File: src/rtl/pong_defs.sv
// Shared encodings for the pong game-flow logic: FSM states and serve directions.
package pong_defs;

  typedef enum logic [2:0] {
    StIdle      = 3'd0,
    StServeWait = 3'd1,
    StRally     = 3'd2,
    StPoint     = 3'd3,
    StGameOver  = 3'd4
  } state_e;

  localparam logic DirP1 = 1'b0;
  localparam logic DirP2 = 1'b1;

endpackage

File: src/rtl/match_fsm_rise_detect.sv
// Registered rising-edge detector: one-cycle pulse the edge after the input goes high.
module rise_detect (
  input  logic mclk,
  input  logic reset,
  input  logic sig,
  output logic rise
);

  logic sig_q;

  // Cleared history means a level already high at reset release still counts as an edge.
  always_ff @(posedge mclk or posedge reset) begin
    if (reset) begin
      sig_q <= 1'b0;
      rise  <= 1'b0;
    end else begin
      sig_q <= sig;
      rise  <= sig & ~sig_q;
    end
  end

endmodule

File: src/rtl/match_fsm.sv
// Pong match controller: scores, serve timing and idle/serve/rally/point/game-over sequencing.
module match_fsm
  import pong_defs::*;
#(
  parameter int unsigned SCORE_BITS  = 3,
  parameter int unsigned WIN_SCORE   = 5,
  parameter int unsigned SERVE_DELAY = 60,
  parameter int unsigned CNT_BITS    = 8
) (
  input  logic                  mclk,
  input  logic                  reset,
  input  logic                  tick,
  input  logic                  start,
  input  logic                  point1,
  input  logic                  point2,
  output logic [SCORE_BITS-1:0] score1,
  output logic [SCORE_BITS-1:0] score2,
  output logic                  playing,
  output logic                  winner,
  output logic                  freeze,
  output logic                  serve,
  output logic                  serve_dir,
  output logic [2:0]            state_dbg
);

  localparam logic [CNT_BITS-1:0]   CntMax   = CNT_BITS'(SERVE_DELAY);
  localparam logic [SCORE_BITS-1:0] ScoreWin = SCORE_BITS'(WIN_SCORE);

  logic                start_rise, p1_rise, p2_rise;
  state_e              state_q;
  logic [CNT_BITS-1:0] cnt_q;

  rise_detect u_start_rise (.mclk(mclk), .reset(reset), .sig(start),  .rise(start_rise));
  rise_detect u_p1_rise    (.mclk(mclk), .reset(reset), .sig(point1), .rise(p1_rise));
  rise_detect u_p2_rise    (.mclk(mclk), .reset(reset), .sig(point2), .rise(p2_rise));

  assign serve     = (state_q == StServeWait) && (cnt_q == CntMax);
  assign playing   = (state_q == StServeWait) || (state_q == StRally) || (state_q == StPoint);
  assign state_dbg = state_q;

  always_ff @(posedge mclk or posedge reset) begin
    if (reset) begin
      state_q   <= StIdle;
      score1    <= '0;
      score2    <= '0;
      winner    <= 1'b0;
      freeze    <= 1'b1;
      serve_dir <= DirP2;
      cnt_q     <= '0;
    end else begin
      unique case (state_q)
        StIdle: begin
          if (start_rise) begin
            state_q <= StServeWait;
            cnt_q   <= '0;
          end
        end
        StServeWait: begin
          // Leaving at CntMax keeps the counter from ever running past it.
          if (serve) begin
            state_q <= StRally;
            freeze  <= 1'b0;
          end else if (tick) begin
            cnt_q <= cnt_q + 1'b1;
          end
        end
        StRally: begin
          if (p1_rise && p2_rise) begin
            state_q <= StServeWait;
            cnt_q   <= '0;
            freeze  <= 1'b1;
          end else if (p1_rise) begin
            score1    <= score1 + 1'b1;
            serve_dir <= DirP2;
            state_q   <= StPoint;
            freeze    <= 1'b1;
          end else if (p2_rise) begin
            score2    <= score2 + 1'b1;
            serve_dir <= DirP1;
            state_q   <= StPoint;
            freeze    <= 1'b1;
          end
        end
        StPoint: begin
          if ((score1 == ScoreWin) || (score2 == ScoreWin)) begin
            state_q <= StGameOver;
            winner  <= (score1 == ScoreWin);
          end else begin
            state_q <= StServeWait;
            cnt_q   <= '0;
          end
        end
        StGameOver: begin
          if (start_rise) begin
            score1    <= '0;
            score2    <= '0;
            winner    <= 1'b0;
            serve_dir <= DirP2;
            state_q   <= StServeWait;
            cnt_q     <= '0;
          end
        end
        default: begin
          state_q <= StIdle;
          freeze  <= 1'b1;
        end
      endcase
    end
  end

endmodule

File: config.mk
export PLATFORM = sky130hd
export DESIGN_NAME = match_fsm
export DESIGN_NICKNAME = d
export VERILOG_FILES = /design/src/rtl/pong_defs.sv /design/src/rtl/match_fsm_rise_detect.sv /design/src/rtl/match_fsm.sv
export SDC_FILE = /design/constraint.sdc
export NUM_CORES = 1
export LEC_CHECK = 0
export ABC_AREA = 0
export CELL_PAD_IN_SITES_DETAIL_PLACEMENT = 2
export CELL_PAD_IN_SITES_GLOBAL_PLACEMENT = 2
export CORE_MARGIN = 2
export CORE_UTILIZATION = 36
export DETAILED_ROUTE_END_ITERATION = 8
export PLACE_DENSITY = 0.88
export SYNTH_ARGS = -nofsm -noshare
export SYNTH_HDL_FRONTEND = slang
export SYNTH_SLANG_ARGS = --single-unit
File: constraint.sdc
create_clock -name mclk -period 3.8 [get_ports mclk]
set_input_delay 0.38 -clock mclk [delete_from_list [all_inputs] [get_ports mclk]]
set_output_delay 0.38 -clock mclk [all_outputs]
set_load 0.1 [all_outputs]
==> impl_metrics.py <==
metrics = {
    "clock_tree": {
        "ctsHoldBuffers": 0,
        "htreeDepth": 1,
        "clockBufferDepth": 2,
        "tritoncts": "yes",
        "insertion_delay_ns": 0.28,
        "cts_buffers": 3,
        "cts.sinks": 26,
        "post_cts_buffers": 0,
        "clkSlewWorstSetupHoldPaths_ns": 0.10,
        "cts_resized": 0,
        "root_buffer": "clkbuf_8",
    },
    "cells_and_area": {
        "utilization": 0.4477,
        "syn_to_final_growth_pct": 20.26,
        "num_antenna_cells": 0,
        "final_nets": 166,
        "final_layout_size_suffix_gt1_frac": 0.09150,
    },
    "worst_setup_path": {
        "worst-path-max-fanout": 12,
        "required_ns": 3.42,
        "end_kind": "primary output",
        "arrival_ns": 2.37,
        "start_kind": "flop",
        "critical_path_class": "reg2out",
    },
    "synth": {
        "synthFlopType": "dfrtp_1",
        "syn_area_um2": 1353,
        "netlist_instances": 135,
        "synth_top_cell_by_area": "dfrtp_1",
        "synth_edf_count": 0,
        "synthArstFlopShare": 1.000,
        "synth_common_cells": "24 x dfrtp_1, 16 x o21ai_0, 15 x nor2_1",
        "syn-num-nets": 147,
        "yosys_warnings": 0,
        "seq_area_frac_synth": 0.4829,
        "ys_top_cells_by_area": "dfrtp_1 44%, o21ai_0 5.9%, ha_1 5.6%",
        "synth_top_area_frac": 0.4440,
        "ys_types": 39,
        "synth_most_common_cell": "dfrtp_1",
        "synth_seq_cells": 26,
        "avgSynthCellArea_um2": 10.02,
    },
    "detailed_routing": {
        "drtIter0Drc": 27,
        "drt-vias-per-instance": 5.438,
        "wirelength_um": 3493,
        "dr.pass1.iters": 4,
        "drc_errors": 0,
        "postRouteAntennaNets": 0,
        "wire_per_inst_um": 17.38,
        "vias": 1093,
    },
    "run_status": {
        "status": "complete, no violations",
    },
    "timing": {
        "rsz0062_at_grt": "no",
        "setup_tns_ns": 0,
        "tightest_slew_ns": 1.010,
        "max_freq_mhz": 363.5,
        "clock_skew_ns": 0.004928,
        "hold_violations": 0,
        "final.period_utilization": 0.7239,
        "slew_viol_final": 0,
        "setup_violations": 0,
        "fin_crit_ns": 2.751,
        "maxSlewHeadroom": 0.3262,
    },
    "die": {
        "fp.dieW_um": 65.30,
        "die_height_um": 65.30,
        "die_area_um2": 4263,
        "core_um2": 3633,
        "start_util": 0.3722,
        "rows": 22,
        "io_pins": 20,
    },
    "power_and_ir_drop": {
        "vdd_ir_drop_max_mv": 0.1733,
        "leakagePower_nw": 0.7007,
        "cellPowerDensity_nw_per_um2": 435.0,
    },
    "place": {
        "dp_hpwl_um": 2384,
        "routabilityCongestion": 0.8015,
        "io_buffer_count": 19,
    },
    "run": {
        "cap_violations": 0,
    },
    "grt": {
        "antenna_found_initial": 0,
        "grt_start_max_net_pins": 27,
        "grt_pass1_wl_um": 5809,
        "grt_usage": 0.1787,
        "grt_overflow_total": 0,
        "grt_pass1_vias": 1195,
    },
    "min_path": {
        "hold_class": "reg2reg",
    },
}
-- state kept, by name (all words and copies together) (netlist names) --
register	flops
cnt_q	8
score1	3
score2	3
state_dbg	3
freeze	1
serve_dir	1
u_p1_rise.rise	1
u_p1_rise.sig_q	1
u_p2_rise.rise	1
u_p2_rise.sig_q	1
u_start_rise.rise	1
u_start_rise.sig_q	1
winner	1
-- kinds of logic after synthesis --
logic type,share of synthesized area
buf+inv,0.04071
simple gates,0.2081
xor+xnor,0.01295
mux,0.008325
flops,0.4829
compound gates,0.1915
fa+ha+maj,0.05550
-- worst max-delay path: stages (launching register included) --
cell	delay [ns]
dfrtp_1	0.61
nor2_1	0.20
nor2_1	0.14
clkdlybuf4s50_1	1.15
-- routing by layer --
layer | track usage | up-vias | share of wire
li1 | - | 512 | -
met1 | 0.2366 | 561 | 0.48
met2 | 0.2985 | 15 | 0.48
met3 | 0.02568 | 5 | 0.023
met4 | 0.06250 | 0 | 0.015
met5 | 0 | - | 0
-- cell type report --
cell class	instances	area, µm²
Inverter	7	26.28
Sequential cell	26	653.1
Timing Repair Buffer	19	187.7
Fill cell	405	2007
Clock buffer	4	55.05
Tap cell	48	60.06
Multi-Input combinational cell	97	644.4
-- placed cells by master, fill, tap and decap left out, types with 6 or more instances in the layout --
| cell | count |
|---|---|
| ha_1 | 6 |
| a21oi_1 | 8 |
| clkdlybuf4s50_1 | 18 |
| dfrtp_1 | 24 |
| nand2_1 | 7 |
| nor2_1 | 15 |
| inv_1 | 7 |
| o21ai_0 | 16 |
| nand3_1 | 8 |
-- through the flow --
| stage | setup slack [ns] | instance area (µm²) | power (mW) | hold slack [ns] | cells |
|---|---|---|---|---|---|
| after floorplan | 0.8155 | 1353 | 0.4731 | 0.3777 | 135 |
| after global placement | 1.425 | 1572 | 0.5104 | 0.3839 | 197 |
| after detailed placement | 1.388 | 1572 | 0.5222 | 0.3916 | 197 |
| after CTS | 1.033 | 1627 | 0.7133 | 0.4086 | 201 |
| after global routing | 0.9694 | 1627 | 0.7417 | 0.4102 | 201 |
| final | 1.049 | 1627 | 0.7075 | 0.4001 | 201 |
-- report_power, final --
part           switching (mW)  internal (mW)  leakage [nW]
Clock                  0.0934         0.0929        0.0288
Combinational           0.117         0.0542         0.335
Sequential             0.0415          0.309         0.337
-- path summary, 6_finish.rpt --
path                                              start                          end  slack, ns  cells past startpoint
min in group asynchronous                         reset         cnt_q[0]$_DFFE_PP0P_       0.63                      2
hold reg to reg            u_start_rise.sig_q$_DFF_PP0_  u_start_rise.rise$_DFF_PP0_       0.40                      1
max in group asynchronous                         reset     state_dbg[0]$_DFFE_PP0P_       2.55                      2
setup / recovery               state_dbg[1]$_DFFE_PP0P_                      playing       1.05                      3
hold / removal             u_start_rise.sig_q$_DFF_PP0_  u_start_rise.rise$_DFF_PP0_       0.40                      1
setup reg to reg               state_dbg[1]$_DFFE_PP0P_         cnt_q[2]$_DFFE_PP0P_       1.59                      4
(Power assumes the default switching activity.)
